File: config.mk
export PLATFORM = sky130hd
export DESIGN_NAME = xor_fault_target
export DESIGN_NICKNAME = d
export VERILOG_FILES = /design/src/rtl/xor_fault_target.sv
export SDC_FILE = /design/constraint.sdc
export NUM_CORES = 1
export LEC_CHECK = 0
export ABC_AREA = 1
export BUFFER_PORTS_ARGS = -buffer_cell sky130_fd_sc_hd__buf_2
export CAP_MARGIN = 30
export CORE_MARGIN = 2
export CORE_UTILIZATION = 51
export DETAILED_ROUTE_END_ITERATION = 8
export PLACE_DENSITY = 0.77
export SYNTH_ARGS = -nofsm -noshare
export SYNTH_HDL_FRONTEND = slang
export SYNTH_SLANG_ARGS = --single-unit
export TNS_END_PERCENT = 1
File: constraint.sdc
create_clock -name sysclk_n -period 1.77 [get_ports sysclk_n]
set_clock_uncertainty 0.1 [all_clocks]
set_input_delay 0.354 -clock sysclk_n [delete_from_list [all_inputs] [get_ports sysclk_n]]
set_output_delay 0.354 -clock sysclk_n [all_outputs]
set_load 0.01 [all_outputs]
File: src/rtl/xor_fault_target.sv
// xor_fault_target: replicated XOR channels checked against a golden gate.
// Define FAULT_TIMESTAMP_EN to add the first_fault_cyc output.
module xor_fault_target #(
  parameter int WIDTH    = 6,
  parameter int CHANNELS = 4,
  parameter int CNT_W    = 16
) (
  input  logic                sysclk_n,
  input  logic                rst,
  input  logic [WIDTH-1:0]    a,
  input  logic                osc_en,
  input  logic [CHANNELS-1:0] osc_mask,
  input  logic                arm,
  input  logic                abort,
  input  logic [CNT_W-1:0]    win_len,
  output logic [CHANNELS-1:0] q,
  output logic                busy,
  output logic                done,
  output logic                fault_flag,
  output logic [CHANNELS-1:0] fault_chan,
  output logic [CNT_W-1:0]    fault_count
`ifdef FAULT_TIMESTAMP_EN
  ,
  output logic [CNT_W-1:0]    first_fault_cyc
`endif
);

  typedef enum logic [1:0] {
    S_IDLE,
    S_ARMED,
    S_MON,
    S_DONE
  } state_t;

  localparam logic [CNT_W-1:0] ONE = CNT_W'(1);

  state_t              state_q, state_d;
  logic [WIDTH-1:0]    a_q;
  logic [CHANNELS-1:0] q_q, q_d;
  logic [CHANNELS-1:0] osc_q, osc_d;
  logic                g_q, g_d;
  logic [CHANNELS-1:0] in0;
  logic [CHANNELS-1:0] m;
  logic [CNT_W-1:0]    win_q, win_d;
  logic                flag_q, flag_d;
  logic [CHANNELS-1:0] chan_q, chan_d;
  logic [CNT_W-1:0]    cnt_q, cnt_d;
`ifdef FAULT_TIMESTAMP_EN
  logic [CNT_W-1:0]    off_q, off_d;
  logic [CNT_W-1:0]    first_q, first_d;
`endif

  // Stage 1: capture the operand bus
  always_ff @(posedge sysclk_n) begin
    if (rst) a_q <= '0;
    else     a_q <= a;
  end

  // Channel gates and an independent golden gate
  always_comb begin
    osc_d = osc_mask & {CHANNELS{osc_en}};
    in0   = '0;
    q_d   = '0;
    for (int c = 0; c < CHANNELS; c++) begin
      in0[c] = osc_d[c] ? sysclk_n : a_q[0];
      q_d[c] = ^{in0[c], a_q[WIDTH-1:1]};
    end
    g_d = ^a_q;
  end

  // Stage 2: register channel outputs, golden bit and oscillation tags
  always_ff @(posedge sysclk_n) begin
    if (rst) begin
      q_q   <= '0;
      osc_q <= '0;
      g_q   <= 1'b0;
    end else begin
      q_q   <= q_d;
      osc_q <= osc_d;
      g_q   <= g_d;
    end
  end

  // Oscillating channels cannot be judged against the golden bit
  assign m = (q_q ^ {CHANNELS{g_q}}) & ~osc_q;

  // Monitor FSM next state and result accumulation
  always_comb begin
    state_d = state_q;
    win_d   = win_q;
    flag_d  = flag_q;
    chan_d  = chan_q;
    cnt_d   = cnt_q;
`ifdef FAULT_TIMESTAMP_EN
    off_d   = off_q;
    first_d = first_q;
`endif
    unique case (state_q)
      S_IDLE: begin
        if (arm) state_d = S_ARMED;
      end
      S_ARMED: begin
        flag_d  = 1'b0;
        chan_d  = '0;
        cnt_d   = '0;
        win_d   = win_len;
        state_d = S_MON;
`ifdef FAULT_TIMESTAMP_EN
        off_d   = '0;
        first_d = '0;
`endif
      end
      S_MON: begin
        if (win_q != '0) win_d = win_q - ONE;
        if (win_q == ONE) state_d = S_DONE;
        if (|m) begin
          chan_d = chan_q | m;
          flag_d = 1'b1;
          if (cnt_q != '1) cnt_d = cnt_q + ONE;
`ifdef FAULT_TIMESTAMP_EN
          if (!flag_q) first_d = off_q;
`endif
        end
`ifdef FAULT_TIMESTAMP_EN
        if (off_q != '1) off_d = off_q + ONE;
`endif
      end
      S_DONE: begin
        if (arm) state_d = S_ARMED;
      end
      default: state_d = S_IDLE;
    endcase
    if (abort) state_d = S_DONE;
  end

  // Control and result registers
  always_ff @(posedge sysclk_n) begin
    if (rst) begin
      state_q <= S_IDLE;
      win_q   <= '0;
      flag_q  <= 1'b0;
      chan_q  <= '0;
      cnt_q   <= '0;
    end else begin
      state_q <= state_d;
      win_q   <= win_d;
      flag_q  <= flag_d;
      chan_q  <= chan_d;
      cnt_q   <= cnt_d;
    end
  end

`ifdef FAULT_TIMESTAMP_EN
  // Window offset counter and first-mismatch timestamp
  always_ff @(posedge sysclk_n) begin
    if (rst) begin
      off_q   <= '0;
      first_q <= '0;
    end else begin
      off_q   <= off_d;
      first_q <= first_d;
    end
  end

  assign first_fault_cyc = first_q;
`endif

  assign q           = q_q;
  assign busy        = (state_q == S_ARMED) || (state_q == S_MON);
  assign done        = (state_q == S_DONE);
  assign fault_flag  = flag_q;
  assign fault_chan  = chan_q;
  assign fault_count = cnt_q;

endmodule

==> results of run 1 <==
## cells in the final DEF, fill, tap and decap left out, drive strengths merged, types with 2 or more instances in the layout
cell,instances
a21oi,43
buf,86
clkbuf,21
dfxtp,54
ha,7
inv,64
mux2i,2
nand2,125
nand3,28
nand4,8
nor2,94
o21ai,41
o21bai,3
xnor2,4
xor2,11
## registers in the layout, indices dropped and copies added, names as in the netlist
register,flops
q,4
state_q,2
fault_chan,4
osc_q,4
win_q,16
fault_flag,1
fault_count,16
g_q,1
a_q,6
## routing by layer
metal  GRT usage  vias up  wire [microns]
met1      0.2900     1559            3630
met5           0        -               0
met2      0.4177      153            4328
met3     0.08850       37             634
met4      0.2053        0             330
li1            -     1759               -
## worst paths after layout
kind / start / to / slack, ps / cells after the start
setup reg to reg: state_q[0] / fault_count[12] / 60 / 8
hold / removal: a[3] / a_q[3] / 50 / 3
hold reg to reg: fault_chan[3] / fault_chan[3] / 350 / 2
setup / recovery: state_q[0] / busy / 20 / 5
## stage by stage
stage / power [uW] / hold slack (ps) / instance area [sq um] / setup TNS (ps)
2_1_floorplan: 2706 / 340.4 / 3278 / 0
3_3_place_gp: 3030 / 337.3 / 3704 / 0
3_5_place_dp: 3061 / 343.2 / 3704 / -12.06
4_1_cts: 4871 / 45.08 / 4178 / -75.56
5_1_grt: 5244 / 48.54 / 4237 / -12.32
6_report: 4903 / 46.54 / 4237 / 0
## tightest hold or removal path, stage by stage
cell and delay [ps]:
buf_2 90, inv_1 40, nor2_1 30
## cells by family (layout without fill, tap and decap cells)
kind of cell,after synthesis,after routing,synth area share
and+or+nand+nor,257,257,0.3386
AOI/OAI and AO/OA,90,90,0.1515
buffers and inverters,70,171,0.1072
DFF,54,54,0.3298
xor gates and xnor gates,15,15,0.04007
adders and majority gates,7,7,0.02672
muxes,2,2,0.006107
## report_power, final
| group | switching [uW] | internal [uW] |
|---|---|---|
| Sequential | 137 | 1370 |
| Combinational | 1020 | 605 |
| Clock | 881 | 886 |
## repair_timing
item | 4_1_cts | 5_1_grt
setup endpoints to repair | 8 | 36
hold buffers | 0 | 0
endpoints found under the hold margin | 0 | 0
buffers inserted | 5 | 0
gates resized for setup | 33 | 22
pin swaps | 2 | 2
## final cells by class
type / count / area share
clock buffer: 25 / 0.06852
clock inverter: 11 / 0.01742
inverter: 53 / 0.04755
multi-input combinational: 371 / 0.4714
sequential: 54 / 0.2563
tap: 77 / 0.02274
timing repair buffer: 82 / 0.1161
==> results.sh, run 1 <==
export IMPL_slew_headroom=0.5906
export IMPL_syn_to_final_growth_pct=29.24
export IMPL_finalSetupViolations=0
export IMPL_crit_buf_inv=4
export IMPL_fillers=537
export IMPL_fin_crit_ps=1754
export IMPL_worstSetupEndpointType="output port"
export IMPL_clock_fmax_ghz=0.5702
export IMPL_synth_top_area_frac=0.3298
export IMPL_grt_pass1_vias=3391
export IMPL_grt_overflow_total=0
export IMPL_path_common_cell="inv_2"
export IMPL_synth_top_area_cell="dfxtp_1"
export IMPL_grt_total_usage=0.2638
export IMPL_hold_path_class="input pin to flop"
export IMPL_critPathLaunchType="flop"
export IMPL_num_rows=29
export IMPL_gp_congestion=0.8567
export IMPL_maxSlewViolCount=0
export IMPL_initial_core_util=0.5222
export IMPL_hold_viol=0
export IMPL_finalWorstSetupSlack_ps=16.25
export IMPL_ys_seq_elements=54
export IMPL_drive_above_1_share=0.2953
export IMPL_pin_count=58
export IMPL_worst_pin_slew_ps=611.1
export IMPL_die_area_sq_um=7085
export IMPL_grt_max_degree=26
export IMPL_pre_cts_ws_ps=-12.06
export IMPL_outcome="finished, final reports clean"
export IMPL_synth_area_top_cells="dfxtp_1 33%, nand2_1 13%, nor2_1 10%"
export IMPL_critical_path_class="flop to output port"
export IMPL_synth_nets=533
export IMPL_port_buffers=57
export IMPL_die_height_microns=84.18
export IMPL_core_area_sq_um=6277
export IMPL_yosysSeqAreaShare=0.3298
export IMPL_fin_cells=673
export IMPL_ys_warn_count=0
export IMPL_die_w_microns=84.18
export IMPL_cp_max_fo=2
export IMPL_dp_cells=637
export IMPL_p_leak_uw=0.001906
export IMPL_synthCells=495
export IMPL_drcViolationCount=0
export IMPL_first_iter_violations=175
export IMPL_finalWirelength_mm=8.924
export IMPL_synthDistinctLibCells=34
export IMPL_firstDrtPassIters=5
export IMPL_vdd_ir_drop_max_uv=792.1
export IMPL_final_util=0.6749
export IMPL_path_cells="inv_2 > ha_4 > inv_2 > buf_4 > buf_6"
export IMPL_worst_ep_arrival_time_ps=1300
export IMPL_path_clk_slew_ps=80
export IMPL_avgSynthCellArea_sq_um=6.623
export IMPL_synth_area_sq_um=3278
export IMPL_crit_path_top_delay_cell="dfxtp_2"
export IMPL_clock_latency_ps=430
export IMPL_ys_flop_type="dfxtp_1"
export IMPL_cts_tree="done"
export IMPL_cp_required_ps=1320
export IMPL_hpwl_mm=5.646
export IMPL_crit_family="flip-flops"
export IMPL_multiInputGateArea_sq_um=1997
export IMPL_ant_nets=0
export IMPL_num_antenna_cells=0
export IMPL_antenna_found_initial=0
export IMPL_synth_most_common_cell="nand2_1"
export IMPL_post_route_period_util=0.9908
export IMPL_rsz0062_at_grt="yes"
export IMPL_grt_pass1_wl_mm=14.69
export IMPL_final_nets=625
export IMPL_num_vias=3508
export IMPL_synth_edff_count=0
export IMPL_routed_via_density=5.212
export IMPL_slowest_delay_ps=340
export IMPL_drv_cap=0
export IMPL_powerDensity_nw_per_um2=1157
export IMPL_wl_per_cell_microns=13.26
export IMPL_seq_area_sq_um=1086
export IMPL_async_flop_share=0
export IMPL_ys_top_cells_by_count="112 x nand2_1, 89 x nor2_1, 54 x dfxtp_1"
Note: power is estimated with default switching activity, not from simulation.
==> run 2: changes to the inputs <==
--- a/config.mk
+++ b/config.mk
@@ -12,6 +12,7 @@
 export CORE_UTILIZATION = 51
 export DETAILED_ROUTE_END_ITERATION = 8
 export PLACE_DENSITY = 0.77
+export RECOVER_POWER = 25
 export SYNTH_ARGS = -nofsm -noshare
 export SYNTH_HDL_FRONTEND = slang
 export SYNTH_SLANG_ARGS = --single-unit
==> run 2 against run 1 <==
Against the previous run:
- register-to-register slack about the same
- worst setup slack worse by 2.6 ps
- utilization down 0.18 points
- non-clock buffer count unchanged
- sequential share of layout area up 0.068 points
- die area unchanged
- critical path type unchanged
- largest power group unchanged
==> results.sh, run 2 (same netlist as run 1, synthesis figures left out) <==
export IMPL_die_w_microns=84.18
export IMPL_num_rows=29
export IMPL_port_buffers=57
export IMPL_ant_nets=0
export IMPL_critPathLaunchType="flop"
export IMPL_grt_pass1_wl_mm=14.69
export IMPL_r2r_slack_ps=50
export IMPL_finalWorstSetupSlack_ps=13.61
export IMPL_power_internal_uw=2854
export IMPL_grt_max_degree=26
export IMPL_cp_max_fo=2
export IMPL_layout_commonest_cell="nand2_1"
export IMPL_layout_common_cells="112 x nand2_1, 84 x nor2_1, 50 x dfxtp_1"
export IMPL_post_route_period_util=0.9923
export IMPL_critical_path_class="flop to output port"
export IMPL_routed_via_density=5.187
export IMPL_fin_setup_tns_ps=0
export IMPL_first_iter_violations=178
export IMPL_die_area_sq_um=7085
export IMPL_num_antenna_cells=0
export IMPL_grt_total_usage=0.2638
export IMPL_wl_per_cell_microns=13.36
export IMPL_num_vias=3491
export IMPL_p_sw_uw=2055
export IMPL_seq_power_share=0.308
export IMPL_final_area_sq_um=4225
export IMPL_power_share_switching=0.4186
export IMPL_p_leak_uw=0.001871
export IMPL_outcome="finished, final reports clean"
export IMPL_cts_tree="done"
export IMPL_grt_pass1_vias=3391
export IMPL_p_comb_frac=0.331
export IMPL_fillers=542
export IMPL_drive_above_1_share=0.2802
export IMPL_hpwl_mm=5.646
export IMPL_drv_cap=0
export IMPL_grt_overflow_total=0
export IMPL_path_clk_slew_ps=80
export IMPL_powerDensity_nw_per_um2=1162
export IMPL_gp_congestion=0.8567
export IMPL_clock_latency_ps=430
export IMPL_final_nets=625
export IMPL_fin_crit_ps=1756
export IMPL_pre_cts_ws_ps=-12.06
export IMPL_rsz0062_at_grt="yes"
export IMPL_die_height_microns=84.18
export IMPL_finalWirelength_mm=8.988
export IMPL_vdd_ir_drop_max_uv=791.7
export IMPL_slew_headroom=0.5915
export IMPL_pin_count=58
export IMPL_hold_ws_ps=45.58
export IMPL_cp_required_ps=1320
export IMPL_maxSlewViolCount=0
export IMPL_worst_pin_slew_ps=609.8
export IMPL_worst_ep_arrival_time_ps=1300
export IMPL_antenna_found_initial=0
export IMPL_core_area_sq_um=6277
export IMPL_initial_core_util=0.5222
export IMPL_rr_worst_depth=8
export IMPL_firstDrtPassIters=5
export IMPL_p_clk_frac=0.362
export IMPL_worstSetupEndpointType="output port"
export IMPL_hold_buffers=0
export IMPL_clock_fmax_ghz=0.5694
export IMPL_finalSetupViolations=0
export IMPL_syn_to_final_growth_pct=28.89
export IMPL_hold_viol=0
export IMPL_dpl_instance_area_sq_um=3704
export IMPL_hold_depth=3
export IMPL_drcViolationCount=0
export IMPL_hold_path_class="input pin to flop"
## run 2: layout make-up
cell class | instances | area [sq um] | share of cell area
clock buffer | 25 | 290.3 | 0.06870
clock inverter | 11 | 73.82 | 0.01747
inverter | 53 | 201.4 | 0.04768
multi-input combinational | 371 | 1997 | 0.4726
sequential | 54 | 1086 | 0.2570
tap | 77 | 96.34 | 0.02280
timing repair buffer | 82 | 480.5 | 0.1137
## run 2: path summary, 6_finish.rpt
check,from,end
max reg2reg,state_q[0],fault_count[12]
min reg2reg,fault_chan[3],fault_chan[3]
max,state_q[0],busy
min,a[3],a_q[3]
## run 2: critical path, cell delays in order, from the launching register on
cell and delay [ps]:
dfxtp_2 340, inv_2 40, ha_4 250, inv_2 30, buf_4 130, buf_6 110
## run 2: timing repair
| item | in CTS | in global routing |
|---|---|---|
| setup endpoints to repair | 8 | 36 |
| cloned | 0 | 0 |
| hold endpoints to repair | 0 | 0 |
| gates resized for setup | 33 | 22 |
| pin swaps | 2 | 2 |
| buffers inserted | 5 | 0 |
## run 2: metal layers
layer | vias to the layer above | part of all wire | track usage | wire (microns)
li1 | 1757 | - | - | -
met1 | 1565 | 0.41 | 0.2900 | 3720
met2 | 136 | 0.49 | 0.4177 | 4360
met3 | 33 | 0.068 | 0.08850 | 615
met4 | 0 | 0.032 | 0.2053 | 292
met5 | - | 0 | 0 | 0
## run 2: through the flow
stage	total power (uW)	instances	util
2_1_floorplan	2706	495	-
3_3_place_gp	3030	637	0.5900
3_5_place_dp	3061	637	0.5900
4_1_cts	4871	674	0.6655
5_1_grt	5237	673	0.6731
6_report	4909	673	0.6731
## run 2: power groups by stage
stage / Sequential (uW) / Clock, uW / Combinational [uW]
after floorplan: 1530 / 68.3 / 1110
after global placement: 1520 / 68.3 / 1440
after detailed placement: 1530 / 68.3 / 1470
after CTS: 1500 / 1850 / 1520
after global routing: 1530 / 1890 / 1810
final: 1510 / 1780 / 1620
